<file path="src/rtl/regfile_dump.sv">
// Debug readout engine: scans the register file over its spare read port and streams each word out on valid/ready.
// Optional trailing XOR checksum word when REGDUMP_CHECKSUM_EN is defined.
module regfile_dump #(
    parameter int NUM_REGS = 32,
    parameter int DATA_W   = 32,
    parameter int ADDR_W   = 5
) (
    input  logic              clk,
    input  logic              rst,
    input  logic              start,
    output logic              busy,
    output logic              done,
    output logic [ADDR_W-1:0] rf_raddr,
    input  logic [DATA_W-1:0] rf_rdata,
    output logic              out_valid,
    input  logic              out_ready,
    output logic [DATA_W-1:0] out_data,
    output logic [ADDR_W:0]   out_idx
);

    typedef enum logic [1:0] {IDLE, READ, SEND, DONE} state_t;

    localparam logic [ADDR_W-1:0] LAST_IDX = ADDR_W'(NUM_REGS - 1);

    state_t              state_q, state_d;
    logic [ADDR_W-1:0]   idx_q, idx_d;
    logic [DATA_W-1:0]   data_q, data_d;
    logic [ADDR_W:0]     oidx_q, oidx_d;
    logic                vld_q, vld_d;
`ifdef REGDUMP_CHECKSUM_EN
    logic [DATA_W-1:0]   csum_q, csum_d;
    logic                chk_q, chk_d;   // checksum word is the one currently presented
`endif

    always_ff @(posedge clk) begin
        if (rst) begin
            state_q <= IDLE;
            idx_q   <= '0;
            data_q  <= '0;
            oidx_q  <= '0;
            vld_q   <= 1'b0;
`ifdef REGDUMP_CHECKSUM_EN
            csum_q  <= '0;
            chk_q   <= 1'b0;
`endif
        end else begin
            state_q <= state_d;
            idx_q   <= idx_d;
            data_q  <= data_d;
            oidx_q  <= oidx_d;
            vld_q   <= vld_d;
`ifdef REGDUMP_CHECKSUM_EN
            csum_q  <= csum_d;
            chk_q   <= chk_d;
`endif
        end
    end

    always_comb begin
        state_d = state_q;
        idx_d   = idx_q;
        data_d  = data_q;
        oidx_d  = oidx_q;
        vld_d   = vld_q;
`ifdef REGDUMP_CHECKSUM_EN
        csum_d  = csum_q;
        chk_d   = chk_q;
`endif
        case (state_q)
            IDLE: begin
                if (start) begin
                    idx_d   = '0;
                    state_d = READ;
`ifdef REGDUMP_CHECKSUM_EN
                    csum_d  = '0;
                    chk_d   = 1'b0;
`endif
                end
            end
            READ: begin
                data_d  = rf_rdata;
                oidx_d  = {1'b0, idx_q};
                vld_d   = 1'b1;
                state_d = SEND;
`ifdef REGDUMP_CHECKSUM_EN
                csum_d  = csum_q ^ rf_rdata;
`endif
            end
            SEND: begin
                if (vld_q && out_ready) begin
                    vld_d = 1'b0;
`ifdef REGDUMP_CHECKSUM_EN
                    if (chk_q) begin
                        state_d = DONE;
                    end else if (idx_q == LAST_IDX) begin
                        // Checksum goes straight back into SEND; idx stays at the last register.
                        data_d  = csum_q;
                        oidx_d  = (ADDR_W+1)'(NUM_REGS);
                        vld_d   = 1'b1;
                        chk_d   = 1'b1;
                    end else begin
                        idx_d   = idx_q + ADDR_W'(1);
                        state_d = READ;
                    end
`else
                    if (idx_q == LAST_IDX) begin
                        state_d = DONE;
                    end else begin
                        idx_d   = idx_q + ADDR_W'(1);
                        state_d = READ;
                    end
`endif
                end
            end
            DONE: begin
                state_d = IDLE;
            end
            default: state_d = IDLE;
        endcase
    end

    assign busy      = (state_q == READ) || (state_q == SEND);
    assign done      = (state_q == DONE);
    assign rf_raddr  = idx_q;
    assign out_valid = vld_q;
    assign out_data  = data_q;
    assign out_idx   = oidx_q;

endmodule
</file>
<file path="config.mk">
export PLATFORM = sky130hd
export DESIGN_NAME = regfile_dump
export DESIGN_NICKNAME = d
export VERILOG_FILES = /design/src/rtl/regfile_dump.sv
export SDC_FILE = /design/constraint.sdc
export NUM_CORES = 1
export LEC_CHECK = 0
export BUFFER_PORTS_ARGS = -buffer_cell sky130_fd_sc_hd__buf_2
export CORE_UTILIZATION = 30
export DETAILED_ROUTE_END_ITERATION = 10
export GPL_TIMING_DRIVEN = 0
export PLACE_DENSITY_LB_ADDON = 0.05
export SYNTH_ARGS = -nofsm -noshare
export SYNTH_HDL_FRONTEND = slang
export SYNTH_SLANG_ARGS = --single-unit
</file>
<file path="constraint.sdc">
create_clock -name clk -period 2.6 [get_ports clk]
set_clock_uncertainty 0.2 [all_clocks]
set_input_delay 0 -clock clk [delete_from_list [all_inputs] [get_ports clk]]
set_output_delay 0 -clock clk [all_outputs]
set_load 0.02 [all_outputs]
</file>
# == Word-level counts from Yosys, hierarchy flattened ==
# Cells that the tools add are included.
# op_classes
addsub,1
n_eq_ne,7
muxes,10
n_reduce_logical,8
# ops
op,n
$mux 5,3
$pmux 5 s2,1
$pmux 2 s4,1
$mux 2,3
$ne 2x2->1 const B,3
$add 5x1->5 const B,1
$eq 5x5->1 const B,1
$eq 2x2->1 const B,2
$reduce_and 2->1,2
$reduce_and 4->1,1
$reduce_bool 2->1,2
$eq 2x1->1 const B,1
$logic_not 2->1,1
$pmux 1 s2,1
$logic_and 1x1->1,1
$logic_or 1x1->1,1
$mux 1,1
# totals
register_bits,45
inputBits,36
output_inout_bits,46
elab_cells,31

# == Longest topological paths before layout ==
# Gate-level depths: netlist of the first run.
# logic_depth
ltp_word,4
ltp_mapped,6

# == Worst setup path after synthesis of the first run ==
# Ideal clock, no wire load.
# synth_timing
path_type,register to register
start,"register idx_q[0], in the netlist rf_raddr[0]"
end,"register idx_q[0], in the netlist rf_raddr[0]"
setup_time_ns,0.073
t_arrival_ns,1.669
required_ns,2.327
path_slack_ns,0.658
path_stages_with_launch,7
synth_period_minus_slack_ns,1.942
cell_sequence,dfxtp_1 ha_1 and3_1 ha_1 nand3b_4 or3_4 o22ai_2
# synth_between
elab_chain_cells,4
elab_cells_between_ends,7
cone_classes,add/sub: 1; eq/ne: 2; mux: 3; reduce/logical: 1
# synth_rtl
item,line,source
from (decl),26,"logic [ADDR_W-1:0] idx_q, idx_d;"
from (signal assigned),48,idx_q <= idx_d;
$add 5x1->5,109,idx_d = idx_q + ADDR_W'(1);
$mux 5,106,if (idx_q == LAST_IDX) begin
$mux 5,90,if (vld_q && out_ready) begin
$pmux 5 s2,69,case (state_q)
# Several ways; a longest one is shown, not always the timed one. The select of a mux whose other input is x is not followed.
# A chain may end at the register's enable or synchronous reset.

# == Worst setup path in the final report of the first run ==
# layout_timing
start,"register idx_q[0], in the netlist rf_raddr[0]"
end,"register idx_q[3], in the netlist rf_raddr[3]"
# The elaborated chain is that of the path after synthesis.

==> summary.txt, run 1 <==
area leader, netlist: dfxtp_1
GRT busiest layer: met2
post-synth top area share: 48.75%
Routed WL: 4519 um
cell mode on critical path: ha_1
Worst Setup Slack, final: 531.1 ps
n_diodes: 0
Seq cells post-synth: 45
I/O pin total: 82
setup TNS: 0 ps
Storage cell area: 900.9 um^2
Area contributors post-synth: dfxtp_1 49%, mux2i_1 21%, nor2_1 7.9%, ha_1 4.7%, buf_4 2.0%
share of post-route cells with drive strength above 1: 34.88%
Finish-stage setup viols: 0
Clock Tree Buf Depth: 2
Ys Warns: 0
status: finished, final reports clean
Worst Setup Start Kind: flip-flop
die width: 80.49 um
pin count of the biggest net entering global routing: 15
FP Rows: 28
H-tree depth: 2
detailed-route DRC error count: 0
cell family contributing the most delay on the critical path: compound AO/OA/AOI/OAI gates
P_leak: 1.337 nW
DR vias: 1,615
GRT Overall Usage: 14.49%
Vias per Instance: 4.295
Port Buf Inserts: 80
FMAX: 0.4834 GHz
DR pass1 iterations: 3
Worst setup EP type: flip-flop
Critical Path Max Stage Delay: 460 ps
gpl congestion: 0.6886
global-route wire length before repair: 7120 um
PostCTS Resize Cnt: 0
max-cap violation count: 0
Synth Area per Inst: 10.38 um^2
most numerous cell in the Yosys netlist: dfxtp_1
clock-pin slew on the worst setup and hold paths: 90 ps
Worst VDD drop: 0.4437 mV
Required @ worst endpoint: 2570 ps
die height: 80.49 um
Post-synth EDFFs: 0
Area after DPL: 2342 um^2
Cell Area, Synth: 1848 um^2
CTS tree: yes
Max Slew Vio Count: 0
crit-path cells: ha_1, and3_1, ha_1, nand3b_4, a211oi_2, o221ai_2
fill count: 570
vias in the first global route: 1,512
fin crit share: 79.57%
Net Count, Synth: 221
gr ovfl total: 0
routed len/inst: 12.02 um
antenna violations before repair: 0
HP Class: in -> reg
Worst Path Buf+Inv: 0
fin nets: 344
die area: 6478 um^2
P&R area growth vs syn: 52.07%
crit-path max FO: 6
FFs w/ async S/R, synth: 0%
synth cell count leaders: 45 x dfxtp_1, 39 x nor2_1, 38 x mux2i_1, 7 x ha_1, 6 x inv_1
Tmin final: 2069 ps
M3 GR Usage: 3.295%
clk_lat worst skew: 290 ps
DP Worst Slack: 534.9 ps
CTS Buf Count: 5
drt initial violations: 42
Core Area: 5921 um^2
Pwr per Cell Area: 896.4 nW/um^2
DP Wirelength: 2897 um
crit path DAT: 2040 ps
Starting Density: 31.21%
Final Power: 0.002519 W
RSZ-0062 raised after global routing: false
Multi-input gate area: 854.6 um^2
leading register cell type out of synthesis: dfxtp_1
Syn Inst Count: 178
post-route cell area: 2810 um^2
met1 Track Usage GR: 18.44%
sequential cell area fraction in the yosys report: 48.75%
synth unique cells: 32
Root Buffer: clkbuf_8
critical path class: reg -> reg
number of buffers added for setup after CTS: 0
CTS Sinks: 45
antenna viol nets, final: 0
Hold Violations, Final: 0
Crit-path slowest cell: a211oi_2
global-route track usage on met2: 23.56%
## worst paths after layout
path | startpoint | end | slack [ps] | depth (start not counted)
max | rf_raddr[0] | rf_raddr[3] | 530 | 6
min | rf_rdata[29] | out_data[29] | 270 | 4
max reg2reg | rf_raddr[0] | rf_raddr[3] | 530 | 6
min reg2reg | out_data[18] | out_data[18] | 290 | 2
## final cells by class
class                   instances  area share, %
inverters                       7         0.9350
repair buffers                116          27.07
multi-input cells             115          30.41
plain buffers                  11          2.360
clock inverters                 2          1.380
flip-flops and latches         45          32.06
well taps                      75          3.339
clock buffers                   5          2.449
## flip-flops by register name (all words and copies together), names as in the netlist
| name | count |
|---|---|
| out_idx | 5 |
| out_valid | 1 |
| state_q | 2 |
| out_data | 32 |
| rf_raddr | 5 |
## worst reg2reg max path, stage by stage, from the launching register on
cell      delay [ps]
dfxtp_1          370
ha_1             230
and3_1           190
ha_1             170
nand3b_4         170
a211oi_2         460
o221ai_2         160
## per-stage QoR
stage | cells | hold slack (ps) | utilization [%]
final | 376 | 272.9 | 47.46
after floorplan | 178 | -52.79 | -
after CTS | 376 | 255.3 | 47.46
after detailed placement | 333 | 42.89 | 39.56
after global routing | 376 | 278.4 | 47.46
after global placement | 333 | 32.32 | 39.56
## timing repair
item | in CTS | in global routing
hold buffers | 36 | 0
endpoints found under the setup margin | 0 | 0
hold endpoints to repair | 38 | 0
## routing by layer
layer	vias to the layer above	wire, um
met2	40	2160
met3	5	187
met4	0	39
met1	730	2131
met5	-	0
li1	840	-
## cells in the final DEF (no fill, tap or decap), drive strengths merged, types with 3 or more instances in the layout
master and n:
dfxtp 45, mux2i 38, ha 7, nor3 3, nor2 39, inv 8, buf 90, nand2b 5
dlygate4sd3 36, clkbuf 6
## report_power, final
part           leakage (nW)  internal, W  switching [W]
Sequential            0.367     0.000838      0.0000844
Clock                0.0546     0.000285       0.000246
Combinational         0.915     0.000457       0.000609
## cell families (layout without fill, tap and decap cells)
| kind of cell | after synthesis | count (layout) | synth area share, % |
|---|---|---|---|
| AOI/OAI and AO/OA | 11 | 11 | 5.620 |
| adders and majority gates | 7 | 7 | 4.739 |
| buffers and inverters | 18 | 141 | 5.010 |
| DFF | 45 | 45 | 48.75 |
| muxes | 38 | 38 | 20.58 |
| other | 1 | 1 | 0.2029 |
| and+or+nand+nor | 58 | 58 | 15.10 |
No activity file was read; power rests on OpenSTA's default activity.
==> run 2, diff against run 1 <==
==> constraint.sdc (replaced) <==
create_clock -name clk -period 1.8 [get_ports clk]
set_clock_uncertainty 0.2 [all_clocks]
set_input_delay 0 -clock clk [delete_from_list [all_inputs] [get_ports clk]]
set_output_delay 0 -clock clk [all_outputs]
set_load 0.02 [all_outputs]
==> summary.txt, run 2 (synthesis results as in run 1) <==
Critical Path Max Stage Delay: 430 ps
Vias per Instance: 4.376
CTS Buf Count: 5
GRT Overall Usage: 14.99%
crit-path cells: ha_4, and3_4, ha_4, nand3b_4, or3_4, o32ai_2
Worst Setup Start Kind: flip-flop
routed len/inst: 11.99 um
Worst setup EP type: flip-flop
Finished Layout Cells: 380
I/O pin total: 82
Post-Place Cells: 333
vias in the first global route: 1,604
Clock Tree Buf Depth: 2
status: finished, violations left
fill count: 560
detailed-route DRC error count: 0
CTS Sinks: 45
fin crit share: 104.3%
Tmin final: 1877 ps
cell mode on critical path: ha_4
Starting Density: 31.21%
share of post-route cells with drive strength above 1: 38.36%
CTS tree: yes
worst reg2reg setup slack: -80 ps
clock-pin slew on the worst setup and hold paths: 90 ps
max FFs per register: 32
setup TNS: -246.9 ps
DR vias: 1,663
Required @ worst endpoint: 1800 ps
commonest non-fill, non-tap cell in the layout: buf_2
gr ovfl total: 0
gpl congestion: 0.7071
Crit-path slowest cell: or3_4
Pwr per Cell Area: 1279 nW/um^2
drt initial violations: 51
H-tree depth: 2
DP Wirelength: 2960 um
RSZ-0062 raised after global routing: true
Worst VDD drop: 0.7550 mV
Hold Violations, Final: 0
Routed WL: 4555 um
critical path class: reg -> reg
pin count of the biggest net entering global routing: 15
Root Buffer: clkbuf_8
most frequent cells in the layout: 85 x buf_2, 43 x dfxtp_1, 39 x nor2_1, 38 x mux2i_1, 35 x dlygate4sd3_1
Max Slew Vio Count: 0
max-cap violation count: 0
DR pass1 iterations: 4
Worst Path Buf+Inv: 0
die area: 6478 um^2
FP Rows: 28
antenna viol nets, final: 0
global-route wire length before repair: 7458 um
Final Power: 0.003716 W
cell family contributing the most delay on the critical path: simple AND/OR/NAND/NOR gates
crit-path max FO: 4
clk_lat worst skew: 290 ps
antenna violations before repair: 0
n_diodes: 0
fin nets: 347
Port Buf Inserts: 80
crit path DAT: 1880 ps
Core Area: 5921 um^2
Finished Core Util: 49.05%
Worst Setup Slack, final: -77.03 ps
die width: 80.49 um
P&R area growth vs syn: 57.14%
FMAX: 0.5328 GHz
die height: 80.49 um
violated checks: setup timing
P_leak: 1.358 nW
Finish-stage setup viols: 5
HP Class: in -> reg
run 2: cell type report:
type | count | area [um^2] | area share (%)
Clock inverter | 2 | 38.79 | 1.336
Multi-Input combinational cell | 115 | 909.6 | 31.32
Inverter | 7 | 26.28 | 0.9048
Sequential cell | 45 | 908.4 | 31.28
Buffer | 11 | 73.82 | 2.542
Tap cell | 75 | 93.84 | 3.231
Clock buffer | 6 | 72.57 | 2.499
Timing Repair Buffer | 119 | 780.7 | 26.88
run 2: timing repair:
item / in CTS / in global routing
endpoints found under the hold margin: 37 / 0
endpoints found under the setup margin: 5 / 13
pin swaps: 3 / 2
hold buffers: 35 / 0
setup buffers: 3 / 1
resized for setup: 2 / 4
run 2: final timing paths:
kind / from / end / depth (start not counted)
worst max-delay path: rf_raddr[0] / rf_raddr[1] / 6
worst min-delay path: rf_rdata[5] / out_data[5] / 4
worst max register to register: rf_raddr[0] / rf_raddr[1] / 6
worst min register to register: out_data[5] / out_data[5] / 2
run 2: per-stage QoR:
step                      cell area, um^2  setup slack (ps)  hold WS [ps]
after floorplan                      1886            -12.78        -52.79
after global placement               2380            -160.2         32.30
after detailed placement             2380            -139.9         41.40
after CTS                            2879            -59.59         255.8
after global routing                 2904            -129.6         287.8
final                                2904            -77.03         268.4
run 2: tightest hold or removal path: stages:
cell,delay [ps]
dlygate4sd3_1,520
buf_2,100
mux2i_1,50
nor2_1,70
run 2: power breakdown:
| part | internal (W) | switching, W | total (W) |
|---|---|---|---|
| combinational | 0.000698 | 0.000911 | 0.00161 |
| sequential | 0.00121 | 0.000127 | 0.00134 |
| clock | 0.000417 | 0.000354 | 0.000772 |
| total | 0.00232 | 0.00139 | 0.00372 |
run 2: routing by layer:
metal	GRT usage, %	vias up	share of wire, %
li1	-	847	-
met3	3.636	7	4.1
met2	24.15	44	47
met5	0	-	0
met1	19.28	765	48
met4	5.357	0	1.2
